$ cat config.mk
export PLATFORM = sky130hd
export DESIGN_NAME = mips_main_ctrl
export DESIGN_NICKNAME = d
export VERILOG_FILES = /design/src/rtl/mips_main_ctrl.sv
export SDC_FILE = /design/constraint.sdc
export NUM_CORES = 1
export LEC_CHECK = 0
export ABC_AREA = 1
export BUFFER_PORTS_ARGS = -buffer_cell sky130_fd_sc_hd__buf_2
export CAP_MARGIN = 20
export CORE_MARGIN = 2
export CORE_UTILIZATION = 50
export DETAILED_ROUTE_END_ITERATION = 8
export PLACE_DENSITY = 0.82
export SLEW_MARGIN = 10
export SYNTH_ARGS = -nofsm -noshare
export SYNTH_HDL_FRONTEND = slang
export SYNTH_SLANG_ARGS = --single-unit
$ cat constraint.sdc
create_clock -name clk -period 2.47 [get_ports clk]
set_input_delay 0 -clock clk [delete_from_list [all_inputs] [get_ports clk]]
set_output_delay 0 -clock clk [all_outputs]
set_load 0.01 [all_outputs]
$ cat src/rtl/mips_main_ctrl.sv
// Multi-cycle MIPS main control FSM: Moore decode of the current state plus
// combinational pc_load (BRANCH) and illegal (DECODE) terms.
module mips_main_ctrl #(
    parameter bit ILLEGAL_TRAP = 1'b0
) (
    input  logic       clk,
    input  logic       rst,
    input  logic [5:0] opcode,
    input  logic       zero,
    output logic       pc_en,
    output logic       pc_load,
    output logic [1:0] pc_source,
    output logic       iord,
    output logic       mem_read,
    output logic       mem_write,
    output logic       ir_write,
    output logic       reg_dst,
    output logic       mem_to_reg,
    output logic       reg_write,
    output logic       alu_src_a,
    output logic [1:0] alu_src_b,
    output logic [1:0] alu_op,
    output logic [3:0] state,
    output logic       illegal
);

    localparam int unsigned OPC_W = 6;
    localparam int unsigned ST_W  = 4;

    localparam logic [OPC_W-1:0] OP_RTYPE = 6'h00;
    localparam logic [OPC_W-1:0] OP_J     = 6'h02;
    localparam logic [OPC_W-1:0] OP_BEQ   = 6'h04;
    localparam logic [OPC_W-1:0] OP_ADDI  = 6'h08;
    localparam logic [OPC_W-1:0] OP_LW    = 6'h23;
    localparam logic [OPC_W-1:0] OP_SW    = 6'h2B;

    typedef enum logic [ST_W-1:0] {
        S_FETCH  = 4'd0,
        S_DECODE = 4'd1,
        S_MEMADR = 4'd2,
        S_MEMRD  = 4'd3,
        S_MEMWB  = 4'd4,
        S_MEMWR  = 4'd5,
        S_EXEC   = 4'd6,
        S_RWB    = 4'd7,
        S_BRANCH = 4'd8,
        S_ADDIEX = 4'd9,
        S_ADDIWB = 4'd10,
        S_JUMP   = 4'd11,
        S_HALT   = 4'd15
    } state_t;

    state_t           state_q;
    state_t           state_d;
    state_t           state_cur;
    logic [OPC_W-1:0] opcode_q;

    // State register; opcode is captured in DECODE so MEMADR can pick lw/sw.
    always_ff @(posedge clk) begin
        if (!rst) begin
            state_q  <= S_FETCH;
            opcode_q <= '0;
        end else begin
            state_q <= state_d;
            if (state_q == S_DECODE) begin
                opcode_q <= opcode;
            end
        end
    end

    // Next state from the register; outputs decode FETCH while reset is low.
    always_comb begin
        state_d    = state_q;
        state_cur  = rst ? state_q : S_FETCH;
        pc_en      = 1'b0;
        pc_load    = 1'b0;
        pc_source  = 2'd0;
        iord       = 1'b0;
        mem_read   = 1'b0;
        mem_write  = 1'b0;
        ir_write   = 1'b0;
        reg_dst    = 1'b0;
        mem_to_reg = 1'b0;
        reg_write  = 1'b0;
        alu_src_a  = 1'b0;
        alu_src_b  = 2'd0;
        alu_op     = 2'd0;
        illegal    = 1'b0;

        case (state_q)
            S_FETCH:  state_d = S_DECODE;
            S_DECODE: begin
                case (opcode)
                    OP_LW, OP_SW: state_d = S_MEMADR;
                    OP_RTYPE:     state_d = S_EXEC;
                    OP_BEQ:       state_d = S_BRANCH;
                    OP_ADDI:      state_d = S_ADDIEX;
                    OP_J:         state_d = S_JUMP;
                    default:      state_d = ILLEGAL_TRAP ? S_HALT : S_FETCH;
                endcase
            end
            S_MEMADR: state_d = (opcode_q == OP_SW) ? S_MEMWR : S_MEMRD;
            S_MEMRD:  state_d = S_MEMWB;
            S_ADDIEX: state_d = S_ADDIWB;
            S_EXEC:   state_d = S_RWB;
            S_HALT:   state_d = S_HALT;
            default:  state_d = S_FETCH;
        endcase

        case (state_cur)
            S_FETCH: begin
                mem_read = 1'b1;
                ir_write = 1'b1;
                pc_en    = 1'b1;
            end
            S_DECODE: begin
                alu_src_b = 2'd3;
                case (opcode)
                    OP_LW, OP_SW, OP_RTYPE, OP_BEQ, OP_ADDI, OP_J: illegal = 1'b0;
                    default:                                       illegal = 1'b1;
                endcase
            end
            S_MEMADR, S_ADDIEX: begin
                alu_src_a = 1'b1;
                alu_src_b = 2'd2;
            end
            S_MEMRD: begin
                mem_read = 1'b1;
                iord     = 1'b1;
            end
            S_MEMWB: begin
                reg_write  = 1'b1;
                mem_to_reg = 1'b1;
            end
            S_MEMWR: begin
                mem_write = 1'b1;
                iord      = 1'b1;
            end
            S_EXEC: begin
                alu_src_a = 1'b1;
                alu_op    = 2'd2;
            end
            S_RWB: begin
                reg_dst   = 1'b1;
                reg_write = 1'b1;
            end
            S_BRANCH: begin
                alu_src_a = 1'b1;
                alu_op    = 2'd1;
                pc_source = 2'd1;
                pc_load   = zero;
            end
            S_ADDIWB: reg_write = 1'b1;
            S_JUMP: begin
                pc_load   = 1'b1;
                pc_source = 2'd2;
            end
            default: ;
        endcase
    end

    assign state = state_cur;

endmodule

==> flow_metrics.py, run 1 <==
metrics = {
    "logic_synthesis": {
        "synth.distinct_cells": 21,
        "yosysWarnings": 0,
        "syn_inst": 129,
        "synthesis.nets": 138,
        "async_flop_share_pct": 0,
        "synth_area_um2": 747.0,
        "synthFlopType": "dfxtp_1",
        "synth.avg_cell_area_um2": 5.790,
        "synth-seq-cells": 10,
        "synth_edf_count": 0,
        "ys_seq_area_share_pct": 26.80,
    },
    "sta": {
        "period_needed_ns": 1.616,
        "tns_ns": 0,
        "setup_viol": 0,
        "max_freq_mhz": 618.9,
        "fin_skew_ns": 0.003418,
        "period_share_pct": 65.42,
        "whs_ns": 0.01054,
        "drv_slew": 0,
        "max-slew-margin-rel_pct": 79.93,
        "final-hold-violation-count": 0,
        "worstMarginPinSlew_ns": 0.2999,
        "rsz0062_at_grt": "no",
    },
    "placed_design": {
        "port_buffers": 29,
        "routabilityCongestion": 0.8831,
        "hpwl_um": 1464,
    },
    "worst_setup_path": {
        "slowest_stage": "dfxtp_1",
        "end_kind": "primary output",
        "critPathMaxFanout": 14,
        "path_cells": "nor2_4 -> inv_2 -> nor2_4 -> nand2_1 -> inv_1 -> nand3_1 -> nor2_1 -> buf_2",
        "cp.arrival_ns": 1.62,
        "worst_path_most_repeated_cell": "nor2_4",
        "worstSetupStartpointType": "flop",
        "crit_required_ns": 2.47,
        "worstSetupPathType": "flop to primary output",
        "cp_num_buf_inv": 3,
        "slowest_delay_ns": 0.38,
        "crit_family": "simple AND/OR/NAND/NOR gates",
    },
    "cts": {
        "cts_tree": "done",
        "post_cts_resized": 0,
        "clk_latency_ns": 0.26,
        "htree_levels": 1,
        "cts.clk_slew.worst_paths_ns": 0.06,
        "clock_sinks": 10,
        "cts_buffers": 3,
        "cts-root-buf": "clkbuf_4",
        "clockBufferDepth": 2,
    },
    "run_status": {
        "status": "finished clean",
    },
    "route": {
        "drt_iter0_markers": 15,
        "viasPerCell": 5.121,
        "remaining_drc_errors": 0,
        "detail-route-antenna-nets": 0,
        "drt_wl_total_um": 1802,
        "post_drt_wl_per_cell_um": 10.36,
        "dr.pass1.iters": 4,
        "route.vias.total": 891,
    },
    "final_layout": {
        "n_antenna_cell": 0,
        "utilization_pct": 68.12,
        "syn2layout_area_growth_pct": 23.12,
        "layout_common_cells": "nor2_1 (29), buf_2 (29), inv_1 (22), nand2_1 (19), nand3_1 (15)",
        "fillers": 129,
        "fin_nets": 170,
        "drive_above_1_share_pct": 25.16,
    },
    "floorplan": {
        "num_rows": 13,
        "dieArea_um2": 1819,
        "die_h_um": 42.65,
        "die_x_um": 42.65,
        "start_util_pct": 55.33,
        "coreArea_um2": 1350,
        "pin_count": 30,
    },
    "global_routing": {
        "antenna_found_initial": 0,
        "gr-usage-all-layers_pct": 21.25,
        "grt_pass1_wl_um": 2939,
        "grt_pass1_vias": 744,
        "grt_max_degree": 15,
        "grt-ovfl-total": 0,
    },
    "pwr": {
        "powerDensity_nw_per_um2": 394.2,
        "power.leakage_nw": 0.5601,
        "irDropWorstVdd_v": 0.0003121,
    },
    "job": {
        "drv_cap": 0,
    },
    "min_path": {
        "hold_path_class": "input port to flop",
    },
}
-- worst reg2reg max path: cells and delay by family, from the launching register on --
family                 cells  cell delay, ns
DFF                        1            0.38
and+or+nand+nor            2            0.42
AOI/OAI and AO/OA          2            0.21
buffers and inverters      2            0.21
-- metal layers --
layer  vias up  GRT usage [%]  part of all wire [%]
li1        472              -                     -
met1       389          27.08                    44
met2        26          32.42                    48
met3         4          8.511                   6.2
met4         0          6.875                   1.0
met5         -              0                     0
-- cell type report --
type / count / area [µm²] / share of cell area (%)
Timing Repair Buffer: 30 / 155.1 / 16.87
Inverter: 24 / 90.09 / 9.796
Tap cell: 15 / 18.77 / 2.041
Sequential cell: 10 / 200.2 / 21.77
Clock buffer: 3 / 22.52 / 2.449
Multi-Input combinational cell: 92 / 432.9 / 47.07
-- Yosys cell counts, drive strengths merged, types with 2 or more instances --
master	instances	area, µm²
buf	3	23.77
nand2	20	77.58
a21oi	11	55.05
nand3	15	75.07
nor2	32	137.6
dfxtp	10	200.2
nand4	2	12.51
o21ai	8	43.79
inv	24	90.09
-- sequential cells by signal (all words and copies together) (netlist names) --
signal / cells
opcode_q: 6
state_q: 4
-- final timing paths --
| path | slack [ns] | from | to | cells after the start |
|---|---|---|---|---|
| worst min register to register | 0.47 | opcode_q[2] | opcode_q[2] | 2 |
| worst max-delay path | 0.85 | state_q[2] | illegal | 8 |
| worst min-delay path | 0.01 | opcode[5] | opcode_q[5] | 3 |
| worst max register to register | 1.15 | state_q[2] | opcode_q[2] | 6 |
-- metrics by stage --
step | cell area, µm² | setup slack, ns | total power [mW] | instances
detailed placement | 887.1 | 1.134 | 0.2568 | 170
CTS | 919.6 | 0.8461 | 0.3679 | 174
floorplan | 747.0 | 1.383 | 0.2353 | 129
finish | 919.6 | 0.8541 | 0.3625 | 174
global route | 919.6 | 0.7393 | 0.3861 | 174
global placement | 887.1 | 1.182 | 0.2552 | 170
-- where the power goes --
part           total [mW]  leakage, nW  internal [mW]  switching, mW
Combinational      0.0749        0.464         0.0275         0.0473
Sequential          0.180       0.0823          0.173        0.00727
Clock               0.108       0.0138         0.0561         0.0516
Total               0.362        0.560          0.256          0.106
-- kinds of logic (layout without fill, tap and decap cells) --
| group | Yosys count | after routing | share of synthesized area [%] |
|---|---|---|---|
| AO/OA/AOI/OAI | 21 | 21 | 15.24 |
| flip-flops | 10 | 10 | 26.80 |
| buffers and inverters | 27 | 57 | 15.24 |
| AND/OR/NAND/NOR | 71 | 71 | 42.71 |
-- timing repair --
| action | CTS | global route |
|---|---|---|
| hold endpoints to repair | 1 | 0 |
| hold buffers | 1 | 0 |
| buffers inserted | 0 | 0 |
(Power assumes the default switching activity.)
==> run 2, diff against run 1 <==
ABC_AREA = 0   (was 1)
CORE_UTILIZATION = 47   (was 50)
PLACE_DENSITY = 0.77   (was 0.82)
clock period = 1.5 ns   (was 2.47 ns; I/O delays follow)
==> run 2 against run 1 <==
Against the previous run: die area grew 9.3%; utilization shrank 0.38 points; sequential share of layout area shrank 1.8 points; via count grew 6.3%; combinational power grew to 2.7 times the previous value; clock power grew 140%; global-route usage grew 2.3 points; register-to-register slack lost 1.1 ns; first-iteration DRC count grew to 2.6 times the previous value; clock skew grew 0.0072 ns; critical path type unchanged.
==> flow_metrics.py, run 2 <==
metrics = {
    "final_layout": {
        "drive_above_1_share_pct": 37.59,
        "layout_common_cells": "buf_2 (29), nand2_1 (11), nor2_1 (11), nor3_1 (9), buf_4 (8)",
        "utilization_pct": 67.73,
        "fin_nets": 151,
        "largest_reg_flops": 6,
        "fillers": 129,
        "n_antenna_cell": 0,
        "reg_top3": "opcode_q (6), state_q (4)",
        "regArea_um2": 206.4,
        "largest_register": "opcode_q",
        "syn2layout_area_growth_pct": 33.28,
        "multi_input_area_um2": 520.5,
        "layout_commonest_cell": "buf_2",
    },
    "logic_synthesis": {
        "async_flop_share_pct": 0,
        "synthFlopType": "dfxtp_1",
        "synth_edf_count": 0,
        "synthTopCellsByCount": "nor2_1 (13), nand2_1 (11), dfxtp_1 (10)",
        "yosysTopAreaCellShare_pct": 25.85,
        "ys_seq_area_share_pct": 25.85,
        "synth.distinct_cells": 35,
        "yosys-top-cells-area": "dfxtp_1 (26%), mux2i_1 (7.8%), nor2_1 (6.3%), nor3_1 (5.8%), nand2_1 (5.3%)",
        "yosysWarnings": 0,
        "synth-seq-cells": 10,
        "synthesis.nets": 115,
        "syn_inst": 106,
        "yosysMostFrequentCell": "nor2_1",
        "synth_area_um2": 774.5,
        "yosysTopAreaCell": "dfxtp_1",
        "synth.avg_cell_area_um2": 7.307,
    },
    "route": {
        "route.vias.total": 947,
        "drt_wl_total_um": 2132,
        "post_drt_wl_per_cell_um": 13.58,
        "remaining_drc_errors": 0,
        "dr.pass1.iters": 4,
        "viasPerCell": 6.032,
        "detail-route-antenna-nets": 0,
        "drt_iter0_markers": 39,
    },
    "global_routing": {
        "grt-ovfl-total": 0,
        "grt_pass1_wl_um": 3401,
        "gr-usage-all-layers_pct": 23.51,
        "grt_pass1_vias": 781,
        "antenna_found_initial": 0,
        "grt_max_degree": 13,
    },
    "placed_design": {
        "port_buffers": 29,
        "routabilityCongestion": 0.9300,
        "hpwl_um": 1553,
    },
    "worst_setup_path": {
        "cp.arrival_ns": 1.43,
        "worstSetupStartpointType": "flop",
        "critPathMaxFanout": 8,
        "end_kind": "primary output",
        "worstSetupPathType": "flop to primary output",
        "r2r_slack_ns": 0.09,
        "crit_required_ns": 1.50,
    },
    "sta": {
        "drv_slew": 0,
        "period_share_pct": 95.32,
        "tns_ns": 0,
        "max_freq_mhz": 699.4,
        "setup_viol": 0,
        "rsz0062_at_grt": "yes",
        "whs_ns": 0.04630,
        "worstMarginPinSlew_ns": 0.4779,
        "period_needed_ns": 1.430,
        "final-hold-violation-count": 0,
        "max-slew-margin-rel_pct": 67.84,
        "fin_skew_ns": 0.01059,
    },
    "floorplan": {
        "die_x_um": 44.60,
        "start_util_pct": 50.82,
        "coreArea_um2": 1524,
        "pin_count": 30,
        "num_rows": 14,
        "dieArea_um2": 1989,
        "die_h_um": 44.60,
    },
    "cts": {
        "clk_latency_ns": 0.29,
        "cts_tree": "done",
        "cts.clk_slew.worst_paths_ns": 0.08,
        "cts-root-buf": "clkbuf_4",
        "cts_hold_buf": 0,
        "clock_sinks": 10,
        "cts_buffers": 3,
        "htree_levels": 1,
        "clockBufferDepth": 2,
    },
    "job": {
        "drv_cap": 0,
    },
    "min_path": {
        "hold_path_class": "input port to flop",
    },
    "pwr": {
        "power.leakage_nw": 0.5032,
        "totalPowerFinal_mw": 0.7616,
        "irDropWorstVdd_v": 0.0005401,
        "powerDensity_nw_per_um2": 737.9,
    },
    "run_status": {
        "status": "finished clean",
    },
}
[run 2: power by group]
part	internal [mW]	total, mW	switching [mW]
clock network	0.148	0.259	0.111
logic	0.0884	0.199	0.111
registers	0.284	0.303	0.0184
[run 2: metrics by stage]
stage               setup slack, ns  cells  area (µm²)
finish                      0.07023    157        1032
global route               -0.01104    157        1032
CTS                        0.004853    154       987.2
detailed placement           0.1825    150       948.4
global placement             0.2502    150       948.4
floorplan                    0.2131    106       774.5
[run 2: cell families (layout without fill, tap and decap cells)]
family                 after synthesis  count (layout)  share of synthesized area (%)
AO/OA/AOI/OAI                       20              20                          18.74
XOR/XNOR                             4               4                          4.524
buffers and inverters               15              50                          8.562
flip-flops                          10              10                          25.85
multiplexers                         6               6                          7.755
AND/OR/NAND/NOR                     51              51                          34.57
[run 2: final timing paths]
check,start,endpoint,cells past startpoint
setup / recovery,state_q[1],illegal,4
hold / removal,opcode[5],opcode_q[5],3
setup reg to reg,state_q[3],opcode_q[0],5
hold reg to reg,opcode_q[4],opcode_q[4],2
[run 2: area by class of cell]
cell class                 count  share of cell area, %
inverter                       8                  3.152
multi-input combinational     81                  50.42
timing repair buffer          38                  20.97
sequential                    10                  20.00
tap                           16                  1.939
clock buffer                   4                  3.515
[run 2: repair_timing]
| action | in CTS | in global routing |
|---|---|---|
| buffers inserted | 0 | 3 |
| setup endpoints to repair | 1 | 12 |
| gates resized for setup | 1 | 9 |
| endpoints found under the hold margin | 0 | 0 |
[run 2: per-layer routing]
metal  global-route usage, %  routed length [µm]
met2                   33.62                 979
met3                   2.449                 163
met4                   15.76                  67
met5                       0                   0
met1                   32.92                 922
[run 2: worst max-delay path, cell delays in order, from the launching register on]
cell and delay [ns]:
dfxtp_2 0.43, and2b_1 0.23, and3_1 0.19, nor3b_1 0.13, buf_2 0.16
==> run 3, diff against run 2 <==
ABC_AREA = 1   (was 0)
CORE_UTILIZATION = 42   (was 47)
PLACE_DENSITY = 0.83   (was 0.77)
clock period = 1.2 ns   (was 1.5 ns; I/O delays follow)
==> run 3 against run 2 <==
Against the previous run: the run now ends with negative setup slack left; via count up 7.7%; first-iteration DRC count down 46%; final cell count up 27%.
==> flow_metrics.py, run 3 (synthesis results as in run 1) <==
metrics = {
    "run_status": {
        "status": "complete, but fails checks",
        "violations": "negative setup slack",
    },
    "sta": {
        "max_freq_mhz": 758.6,
        "drv_slew": 0,
        "fin_skew_ns": 0.007853,
        "worstMarginPinSlew_ns": 0.3471,
        "rsz0062_at_grt": "yes",
        "period_share_pct": 109.8,
        "period_needed_ns": 1.318,
        "worst_slack_ns": -0.1182,
        "final-hold-violation-count": 0,
        "max-slew-margin-rel_pct": 76.77,
        "setup_viol": 10,
    },
    "final_layout": {
        "drive_above_1_share_pct": 48.57,
        "reg_top3": "opcode_q (6), state_q (4)",
        "layout_commonest_cell": "buf_2",
        "fin_nets": 185,
        "largest_reg_flops": 6,
        "largest_register": "opcode_q",
        "n_antenna_cell": 0,
        "layout_common_cells": "buf_2 (28), nor2_1 (23), inv_1 (16), nand2_1 (13)",
        "utilization_pct": 69.38,
        "syn2layout_area_growth_pct": 58.63,
        "fillers": 156,
        "layout.cells.non_filler": 200,
    },
    "pwr": {
        "powerDensity_nw_per_um2": 738.3,
        "power_frac_seq_pct": 41.8,
        "comb_power_share_pct": 23.2,
        "p_int_mw": 0.6186,
        "p_switching_mw": 0.2562,
        "switching_share_pct": 29.29,
        "power.leakage_nw": 0.6757,
        "p_clk_share_pct": 35.0,
        "irDropWorstVdd_v": 0.0006654,
    },
    "route": {
        "viasPerCell": 5.100,
        "dr.pass1.iters": 4,
        "drt_iter0_markers": 21,
        "remaining_drc_errors": 0,
        "drt_wl_total_um": 2331,
        "route.vias.total": 1020,
        "post_drt_wl_per_cell_um": 11.66,
        "detail-route-antenna-nets": 0,
    },
    "cts": {
        "clk_latency_ns": 0.27,
        "cts_tree": "done",
        "htree_levels": 1,
        "cts_buffers": 3,
        "cts-root-buf": "clkbuf_4",
        "clockBufferDepth": 2,
        "clock_sinks": 10,
        "cts.clk_slew.worst_paths_ns": 0.06,
    },
    "worst_setup_path": {
        "r2r_end": "state_q[2]",
        "crit_family": "flip-flops",
        "r2r_start": "state_q[2]",
        "critPathMaxFanout": 6,
        "worstSetupStartpointType": "flop",
        "ff2ff_path_depth": 8,
        "worstSetupPathType": "flop to primary output",
        "worst_path_most_repeated_cell": "nor2_4",
        "crit_required_ns": 1.20,
        "cp_num_buf_inv": 3,
        "r2r_slack_ns": 0.01,
        "end_kind": "primary output",
        "slowest_stage": "dfxtp_4",
        "slowest_delay_ns": 0.37,
        "path_cells": "buf_4 -> nor2_4 -> inv_4 -> nor2_4 -> a21oi_1 -> o21ai_0 -> buf_2",
        "cp.arrival_ns": 1.32,
    },
    "floorplan": {
        "dieArea_um2": 2132,
        "start_util_pct": 43.74,
        "num_rows": 15,
        "pin_count": 30,
        "die_h_um": 46.17,
        "coreArea_um2": 1708,
        "die_x_um": 46.17,
    },
    "global_routing": {
        "grt_max_degree": 14,
        "gr-usage-all-layers_pct": 22.85,
        "grt_pass1_vias": 965,
        "grt-ovfl-total": 0,
        "grt_pass1_wl_um": 3567,
        "antenna_found_initial": 0,
    },
    "placed_design": {
        "port_buffers": 29,
        "routabilityCongestion": 0.8143,
        "placed_cells": 185,
        "hpwl_um": 1547,
    },
    "min_path": {
        "whs_endpoint": "opcode_q[4]",
        "hp-start": "opcode[4]",
        "hold_path_class": "input port to flop",
        "whs_path_depth": 3,
    },
    "job": {
        "drv_cap": 0,
    },
}
-- run 3: worst reg2reg max path: stages (launching register included) --
cell     delay (ns)
dfxtp_4        0.37
buf_6          0.13
buf_6          0.11
nand4_1        0.13
nand2_1        0.09
nor2_1         0.09
nand3_1        0.08
nand2_1        0.06
inv_1          0.04
-- run 3: metal layers --
metal	vias to the layer above	share of wire [%]	wire (µm)	GRT usage [%]
met4	0	1.2	28	14.29
met1	466	37	862	20.38
met5	-	0	0	0
li1	502	-	-	-
met2	48	56	1299	46.67
met3	4	6.0	140	2.353
-- run 3: cell type report --
type	instances	area, µm²	share of cell area (%)
Clock buffer	4	36.28	3.062
Inverter	24	92.59	7.814
Sequential cell	10	212.7	17.95
Timing Repair Buffer	45	285.3	24.08
Multi-Input combinational cell	92	526.8	44.46
Tap cell	25	31.28	2.640
-- run 3: timing repair --
action                                 in CTS  in global routing
pin swaps                                   7                 13
hold buffers                                1                  0
setup endpoints to repair                  15                 25
setup buffers                               6                  4
endpoints found under the hold margin       1                  0
resized for setup                          29                 14
-- run 3: through the flow --
stage | power [mW] | worst slack, ns | TNS, ns | hold slack, ns | cell area [µm²]
2_1_floorplan | 0.4843 | 0.1132 | 0 | 0.1147 | 747.0
3_3_place_gp | 0.5347 | 0.06010 | 0 | 0.2640 | 937.1
3_5_place_dp | 0.5405 | -0.004873 | -0.004873 | 0.2791 | 937.1
4_1_cts | 0.8679 | -0.1035 | -0.5844 | 0.001695 | 1117
5_1_grt | 0.9174 | -0.1786 | -1.978 | 0.01455 | 1185
6_report | 0.8749 | -0.1182 | -0.7170 | 0.001235 | 1185
-- run 3: power groups by stage --
| stage | combinational, mW | clock, mW | sequential [mW] |
|---|---|---|---|
| 2_1_floorplan | 0.110 | 0 | 0.374 |
| 3_3_place_gp | 0.161 | 0 | 0.374 |
| 3_5_place_dp | 0.165 | 0 | 0.375 |
| 4_1_cts | 0.190 | 0.313 | 0.365 |
| 5_1_grt | 0.225 | 0.325 | 0.368 |
| 6_report | 0.203 | 0.306 | 0.365 |
-- run 3: how the worst max path moves through the flow --
stage                     from     endpoint  slack, ns  depth (start not counted)
CTS                 state_q[2]      illegal      -0.10                          8
global route        state_q[3]      illegal      -0.18                          8
global placement    state_q[3]  opcode_q[2]       0.06                          6
detailed placement  state_q[3]      pc_load     -0.005                          7
finish              state_q[3]    reg_write      -0.12                          7
floorplan           state_q[2]      illegal       0.11                          7
